### src/rtl/ads869x_pkg.sv
// ads869x_pkg: frame widths, opcodes and FSM encoding shared by the ADS869x SPI emulator.
package ads869x_pkg;
   localparam int FRAME_BITS = 32;
   localparam int DATA_BITS = 18;
   localparam int HWORD_BITS = 16;
   localparam logic [6:0] OP_NOP = 7'b0000000;
   localparam logic [6:0] OP_CLEAR = 7'b1100000;
   localparam logic [6:0] OP_READ = 7'b1100100;
   localparam logic [6:0] OP_WRITE = 7'b1101000;
   localparam logic [6:0] OP_SET = 7'b1101100;
   typedef enum logic [1:0] {ST_IDLE, ST_SHIFT, ST_DECODE, ST_CONVERTING} state_t;
endpackage

### src/rtl/ads869x_if.sv
// ads869x_if: host link (SCLK/CONV/SDI/SDO/RVS), sample feed and register/frame status.
interface ads869x_if;
   import ads869x_pkg::*;
   logic sclk, conv, sdi, sdo, rvs;
   logic [DATA_BITS-1:0] sample_in;
   logic reg_wr_valid;
   logic [8:0] reg_wr_addr;
   logic [HWORD_BITS-1:0] reg_wr_data;
   logic frame_done, frame_error, protocol_err;
   modport master (output sclk, conv, sdi, sample_in,
                   input sdo, rvs, reg_wr_valid, reg_wr_addr, reg_wr_data, frame_done, frame_error, protocol_err);
   modport slave (input sclk, conv, sdi, sample_in,
                  output sdo, rvs, reg_wr_valid, reg_wr_addr, reg_wr_data, frame_done, frame_error, protocol_err);
endinterface

### src/rtl/ads869x_sync_edge.sv
// ads869x_sync_edge: synchronizer chain with a one-cycle change pulse; rise = chg_o & q_o, fall = chg_o & ~q_o.
module ads869x_sync_edge #(parameter int STAGES = 2) (
   input  logic clock_i,
   input  logic reset_i,
   input  logic d_i,
   output logic q_o,
   output logic chg_o
);
   logic [STAGES-1:0] sync_q;
   logic prev_q;
   always_ff @(posedge clock_i) begin
      if (reset_i) begin
         sync_q <= '0;
         prev_q <= 1'b0;
      end else begin
         sync_q <= {sync_q[STAGES-2:0], d_i};
         prev_q <= sync_q[STAGES-1];
      end
   end
   assign q_o = sync_q[STAGES-1];
   assign chg_o = q_o ^ prev_q;
endmodule

### src/rtl/ads869x_spi_emulator.sv
// ads869x_spi_emulator: device side of the ADS869x SPI link with halfword register file and timed conversion.
// Define ADS869X_EMU_RAMP_EN to let register 0 bit0 select an internal 18-bit ramp as the sample source.
module ads869x_spi_emulator
   import ads869x_pkg::*;
#(
   parameter int CLOCK_FREQ = 200,
   parameter int TCONV = 665,
   parameter int SYNC_STAGES = 2,
   parameter int REG_DEPTH = 16
) (
   input logic clock_i,
   input logic reset_i,
   ads869x_if.slave bus
);
   localparam int TCONV_CYC = TCONV * CLOCK_FREQ / 1000;
   localparam int CW = $clog2(TCONV_CYC);
   localparam int IW = $clog2(REG_DEPTH);
   state_t state_q;
   logic [5:0] cnt_q, cnt_d;
   logic [FRAME_BITS-1:0] rx_q, rx_d, tx_q, tx_load;
   logic [HWORD_BITS-1:0] regs_q [REG_DEPTH];
   logic [HWORD_BITS-1:0] rd_data_q, cur, new_val, wr_data_q;
   logic [DATA_BITS-1:0] conv_result_q, sample_q, src;
   logic [CW-1:0] conv_cnt_q;
   logic [SYNC_STAGES-1:0] sdi_q;
   logic [8:0] wr_addr_q;
   logic [6:0] op;
   logic [IW-1:0] ri;
   logic pending_q, rvs_q, wr_valid_q, done_q, err_q, perr_q;
   logic sclk_s, sclk_chg, conv_s, conv_chg, sclk_rise, conv_rise, conv_fall;
   logic shift_en, in_range, is_wr, conv_done;
   ads869x_sync_edge #(.STAGES(SYNC_STAGES)) u_sclk (.clock_i, .reset_i, .d_i(bus.sclk), .q_o(sclk_s), .chg_o(sclk_chg));
   ads869x_sync_edge #(.STAGES(SYNC_STAGES)) u_conv (.clock_i, .reset_i, .d_i(bus.conv), .q_o(conv_s), .chg_o(conv_chg));
   always_ff @(posedge clock_i)
      sdi_q <= reset_i ? '0 : {sdi_q[SYNC_STAGES-2:0], bus.sdi};
   // The SCLK edge is folded into cnt_d/rx_d so a coincident CONV rise sees the final bit.
   always_comb begin
      sclk_rise = sclk_chg & sclk_s;
      conv_rise = conv_chg & conv_s;
      conv_fall = conv_chg & ~conv_s;
      shift_en = state_q == ST_SHIFT && sclk_rise && cnt_q != 6'(FRAME_BITS);
      cnt_d = shift_en ? cnt_q + 6'd1 : cnt_q;
      rx_d = shift_en ? {rx_q[FRAME_BITS-2:0], sdi_q[SYNC_STAGES-1]} : rx_q;
      op = rx_d[31:25];
      in_range = 32'(rx_d[24:17]) < REG_DEPTH;
      ri = rx_d[17 +: IW];
      cur = in_range ? regs_q[ri] : '0;
      new_val = op == OP_CLEAR ? cur & ~rx_d[15:0] : op == OP_SET ? cur | rx_d[15:0] : rx_d[15:0];
      is_wr = in_range && (op == OP_CLEAR || op == OP_SET || op == OP_WRITE);
      tx_load = pending_q ? {rd_data_q, 16'h0} : {conv_result_q, 14'h0};
      conv_done = state_q == ST_CONVERTING && conv_cnt_q == CW'(TCONV_CYC - 1);
   end
`ifdef ADS869X_EMU_RAMP_EN
   logic [DATA_BITS-1:0] ramp_q;
   always_ff @(posedge clock_i)
      if (reset_i) ramp_q <= '0;
      else if (conv_done && !conv_fall) ramp_q <= ramp_q + 18'd1;
   assign src = regs_q[0][0] ? ramp_q : bus.sample_in;
`else
   assign src = bus.sample_in;
`endif
   always_ff @(posedge clock_i) begin
      if (reset_i) begin
         state_q <= ST_IDLE;
         cnt_q <= '0;
         rx_q <= '0;
         tx_q <= '0;
         regs_q <= '{default: '0};
         rd_data_q <= '0;
         conv_result_q <= '0;
         sample_q <= '0;
         conv_cnt_q <= '0;
         pending_q <= 1'b0;
         rvs_q <= 1'b1;
         wr_valid_q <= 1'b0;
         wr_addr_q <= '0;
         wr_data_q <= '0;
         done_q <= 1'b0;
         err_q <= 1'b0;
         perr_q <= 1'b0;
      end else begin
         wr_valid_q <= 1'b0;
         done_q <= 1'b0;
         err_q <= 1'b0;
         case (state_q)
            ST_IDLE: if (conv_fall) begin
               tx_q <= tx_load;
               pending_q <= 1'b0;
               cnt_q <= '0;
               state_q <= ST_SHIFT;
            end
            ST_SHIFT: begin
               cnt_q <= cnt_d;
               rx_q <= rx_d;
               if (shift_en) tx_q <= tx_q << 1;
               if (conv_rise && cnt_d == 6'(FRAME_BITS)) begin
                  state_q <= ST_DECODE;
                  if (op == OP_READ) begin
                     pending_q <= 1'b1;
                     rd_data_q <= cur;
                  end
                  if (is_wr) begin
                     regs_q[ri] <= new_val;
                     wr_valid_q <= 1'b1;
                     wr_addr_q <= rx_d[24:16];
                     wr_data_q <= new_val;
                  end
               end else if (conv_rise) begin
                  err_q <= 1'b1;
                  pending_q <= 1'b0;
                  sample_q <= src;
                  conv_cnt_q <= '0;
                  rvs_q <= 1'b0;
                  state_q <= ST_CONVERTING;
               end
            end
            ST_DECODE: begin
               done_q <= 1'b1;
               sample_q <= src;
               conv_cnt_q <= '0;
               rvs_q <= 1'b0;
               state_q <= ST_CONVERTING;
            end
            default: begin
               conv_cnt_q <= conv_cnt_q + CW'(1);
               if (conv_fall) begin
                  perr_q <= 1'b1;
                  rvs_q <= 1'b1;
                  tx_q <= tx_load;
                  pending_q <= 1'b0;
                  cnt_q <= '0;
                  state_q <= ST_SHIFT;
               end else if (conv_done) begin
                  conv_result_q <= sample_q;
                  rvs_q <= 1'b1;
                  state_q <= ST_IDLE;
               end
            end
         endcase
      end
   end
   assign bus.sdo = tx_q[FRAME_BITS-1];
   assign bus.rvs = rvs_q;
   assign bus.reg_wr_valid = wr_valid_q;
   assign bus.reg_wr_addr = wr_addr_q;
   assign bus.reg_wr_data = wr_data_q;
   assign bus.frame_done = done_q;
   assign bus.frame_error = err_q;
   assign bus.protocol_err = perr_q;
endmodule

### src/flat_wrapper.sv
// flat-port wrapper written by rule: the top's interface ports become plain ports
module ads869x_spi_emulator_flat import ads869x_pkg::*;
#(
   parameter int CLOCK_FREQ = 200,
   parameter int TCONV = 665,
   parameter int SYNC_STAGES = 2,
   parameter int REG_DEPTH = 16
)
  (clock_i, reset_i, bus_sclk, bus_conv, bus_sdi, bus_sample_in, bus_sdo, bus_rvs, bus_reg_wr_valid, bus_reg_wr_addr, bus_reg_wr_data, bus_frame_done, bus_frame_error, bus_protocol_err);
  ads869x_if bus_i ();
  input logic clock_i;
  input logic reset_i;
  input wire logic [$bits(bus_i.sclk)-1:0] bus_sclk;
  input wire logic [$bits(bus_i.conv)-1:0] bus_conv;
  input wire logic [$bits(bus_i.sdi)-1:0] bus_sdi;
  input wire logic [$bits(bus_i.sample_in)-1:0] bus_sample_in;
  output wire logic [$bits(bus_i.sdo)-1:0] bus_sdo;
  output wire logic [$bits(bus_i.rvs)-1:0] bus_rvs;
  output wire logic [$bits(bus_i.reg_wr_valid)-1:0] bus_reg_wr_valid;
  output wire logic [$bits(bus_i.reg_wr_addr)-1:0] bus_reg_wr_addr;
  output wire logic [$bits(bus_i.reg_wr_data)-1:0] bus_reg_wr_data;
  output wire logic [$bits(bus_i.frame_done)-1:0] bus_frame_done;
  output wire logic [$bits(bus_i.frame_error)-1:0] bus_frame_error;
  output wire logic [$bits(bus_i.protocol_err)-1:0] bus_protocol_err;
  assign bus_i.sclk = bus_sclk;
  assign bus_i.conv = bus_conv;
  assign bus_i.sdi = bus_sdi;
  assign bus_i.sample_in = bus_sample_in;
  assign bus_sdo = bus_i.sdo;
  assign bus_rvs = bus_i.rvs;
  assign bus_reg_wr_valid = bus_i.reg_wr_valid;
  assign bus_reg_wr_addr = bus_i.reg_wr_addr;
  assign bus_reg_wr_data = bus_i.reg_wr_data;
  assign bus_frame_done = bus_i.frame_done;
  assign bus_frame_error = bus_i.frame_error;
  assign bus_protocol_err = bus_i.protocol_err;
  ads869x_spi_emulator #(.CLOCK_FREQ(CLOCK_FREQ), .TCONV(TCONV), .SYNC_STAGES(SYNC_STAGES), .REG_DEPTH(REG_DEPTH)) u_core (.clock_i(clock_i), .reset_i(reset_i), .bus(bus_i));
endmodule
### config.mk
export PLATFORM = sky130hd
export DESIGN_NAME = ads869x_spi_emulator_flat
export DESIGN_NICKNAME = d
export VERILOG_FILES = /design/src/rtl/ads869x_pkg.sv /design/src/rtl/ads869x_if.sv /design/src/rtl/ads869x_sync_edge.sv /design/src/rtl/ads869x_spi_emulator.sv /design/src/flat_wrapper.sv
export SDC_FILE = /design/constraint.sdc
export NUM_CORES = 1
export LEC_CHECK = 0
export ABC_AREA = 1
export BUFFER_PORTS_ARGS = -buffer_cell sky130_fd_sc_hd__buf_4
export CORE_AREA = 10 10 192 194
export DETAILED_ROUTE_END_ITERATION = 16
export DIE_AREA = 0 0 202 204
export GPL_TIMING_DRIVEN = 0
export PLACE_DENSITY_LB_ADDON = 0.15
export SLEW_MARGIN = 25
export SYNTH_ARGS = -nofsm -noshare
export SYNTH_HDL_FRONTEND = slang
export SYNTH_HIERARCHICAL = 1
export SYNTH_SLANG_ARGS = --single-unit
### constraint.sdc
create_clock -name clock_i -period 3.7 [get_ports clock_i]
set_clock_uncertainty 0.15 [all_clocks]
set_input_delay 0.74 -clock clock_i [delete_from_list [all_inputs] [get_ports clock_i]]
set_output_delay 0.74 -clock clock_i [all_outputs]
set_load 0.05 [all_outputs]
==> out/metrics.cfg <==
[synth]
ys_seq_area_frac=0.403
yosysWarnings=6
ys_seq_elements=413
synthDistinctLibCells=36
synth_top_area_frac=0.403
synth_ff_type=dfxtp_1
yosysTopAreaCell=dfxtp_1
synth_area_mm2=0.0205
synth_enable_flop_cells=0
syn_inst=3429
async_flop_share=0
yosys-top-cells-area=dfxtp_1 (40%), nand2_1 (23%), nor2_1 (13%), inv_1 (7.2%), nand3_1 (4.4%)
avgSynthCellArea_um2=5.98
synth_nets=3460

[grt]
grt_use_met2=0.521
grt_max_degree=15
grt_usage=0.325
grt_use_met3=0.0529
grt_overflow=0
use_met1=0.409
antenna_found_initial=0
grt_pass1_vias=19786
grt_pass1_wl_mm=106
top_usage_layer=met2

[hold_path]
hold_path_class=input port to register

[die]
num_io_pins=54
initial_utilization=0.619
fp.dieH_um=204
die_area_mm2=0.0412
fp.dieW_um=202
num_rows=67
core_area_mm2=0.0331

[timing]
layout_min_cycle_time_ns=3.64
max_freq_ghz=0.275
period_share=0.983
slew_violations=0
worst_slew_pin_slew_ns=0.777
final_hold_viol_count=0
hold_slack_ns=0.223
finalSetupViolations=0
slew_headroom=0.482

[placement]
place_congestion=1.06
hpwl_mm=49.3
portBuffers=53
place_area_mm2=0.0215

[cells_and_area]
layout_common_cells=nand2_1 (1240), nor2_1 (711), dfxtp_1 (412), inv_1 (391), nand3_1 (174)
drive_above_1_share=0.0906
fillCellCount=2918
syn2layout_area_growth_pct=15.4
fin_nets=3584
final_common_cell=nand2_1
final_cell_area_mm2=0.0237
antenna_cells=0

[clock_tree]
cts_tree=yes
clock_path_buffers=3
clkTransAtPathRegs_ns=0.06
numCtsBuffers=43
cts_max_level=2
cts_sinks=413
cts_root_buf=clkbuf_16
clk_latency_ns=0.59
hold_buffers=0

[setup_path]
worst_path_dominant_cell_family=simple AND/OR/NAND/NOR gates
path_buf_inv=5
worst_ep_required_time_ns=4.02
crit_chain=ha_4 > inv_2 > nor2_4 > nand2_4 > nand2_1 > o21ai_4 > inv_2 > clkbuf_2 > clkbuf_1 > nand2_1 > a21oi_1 > nor2_1 > nand3_1 > nand2_4 > buf_4 > nor2_1 > nor2_1
cp-end-kind=register
crit_slowest_cell=dfxtp_1
critPathMaxStageDelay_ns=0.45
cp_data_arrival_time_ns=3.96
worst_path_most_repeated_cell=nor2_1
cp-start-kind=register
cp_max_fo=10
crit_type=register to register

[route]
wirelength_mm=69.3
routed_via_density=5.35
firstDrtPassIters=6
wire_per_inst_um=17.2
num_vias=21586
final_antenna_net_count=0
drc_errors=0
drt_iter0_drc=2512

[pwr]
ir_worst_vdd_mv=0.388
p_per_area_mw_per_mm2=406
cellLeakagePower_uw=0.0126

[run_status]
status=complete, no violations

[run]
maxCapViolCount=0

-- final timing paths --
kind,startpoint,to,slack [ns],cells after the start
setup / recovery,u_core/state_q[0],u_core/regs_q[255],0.06,17
hold / removal,reset_i,u_core/u_conv/sync_q[0],0.22,2
setup reg to reg,u_core/state_q[0],u_core/regs_q[255],0.06,17
hold reg to reg,u_core/u_sclk/sync_q[0],u_core/u_sclk/sync_q[1],0.26,2
-- through the flow --
step	total power (uW)	worst slack, ns	setup TNS (ns)	utilization	std cells
floorplan	4840	0.833	0	-	3429
detailed placement	4960	-0.776	-140.52	0.648	3930
global placement	4940	-0.740	-122.87	0.648	3930
global route	9860	-0.0197	-0.0446	0.715	4034
finish	9610	0.0629	0	0.715	4034
CTS	9630	-0.0152	-0.0152	0.701	4009
-- sequential cells by signal, summed over array words and instances (netlist names), 6 cells and up --
register / cells
u_core/conv_cnt_q: 8
u_core/regs_q: 256
u_core/bus.reg_wr_addr: 9
u_core/sample_q: 18
u_core/rx_q: 32
u_core/conv_result_q: 18
u_core/cnt_q: 6
u_core/tx_q: 18
u_core/rd_data_q: 16
u_core/bus.reg_wr_data: 16
-- power breakdown --
group	switching (uW)	internal, uW	leakage, uW
clock	1860	2870	0.000763
combinational	252	97.0	0.00846
sequential	30.5	4500	0.00333
total	2140	7470	0.0126
-- synthesized netlist by cell type, drive strengths merged, types with 2 or more instances --
library cell / n
nand3: 179
xnor2: 3
a21oi: 58
nor3: 6
a31oi: 17
o21ai: 86
nand2: 1261
buf: 64
inv: 400
nand4: 22
clkinv: 2
a211oi: 17
xor2: 3
nor2: 723
or2: 16
ha: 8
o211ai: 3
dfxtp: 413
clkbuf: 140
-- cell families after synthesis --
kind of cell    count (synthesis)  synth area share
xor+xnor                        6           0.00256
flops                         413             0.403
buf+inv                       606             0.115
fa+ha+maj                       8           0.00488
simple gates                 2211             0.426
compound gates                185            0.0490
-- area by class of cell --
type | instances | area, um^2 | area share
Multi-Input combinational cell | 2410 | 10100 | 0.428
Sequential cell | 413 | 8270 | 0.349
Inverter | 402 | 1510 | 0.0637
Clock buffer | 60 | 1260 | 0.0533
Buffer | 204 | 1060 | 0.0447
Timing Repair Buffer | 79 | 606 | 0.0256
Tap cell | 448 | 561 | 0.0237
Clock inverter | 18 | 283 | 0.0119
-- layer usage --
metal / wire length, um / part of all wire
met1: 27100 / 0.39
met2: 31100 / 0.45
met3: 6830 / 0.099
met4: 4290 / 0.062
met5: 0 / 0
-- what timing repair did --
item,in CTS,in global routing
pin swaps,1,12
setup endpoints to repair,286,306
resized for setup,76,122
buffers inserted,1,25
Note: power is estimated with default switching activity, not from simulation.
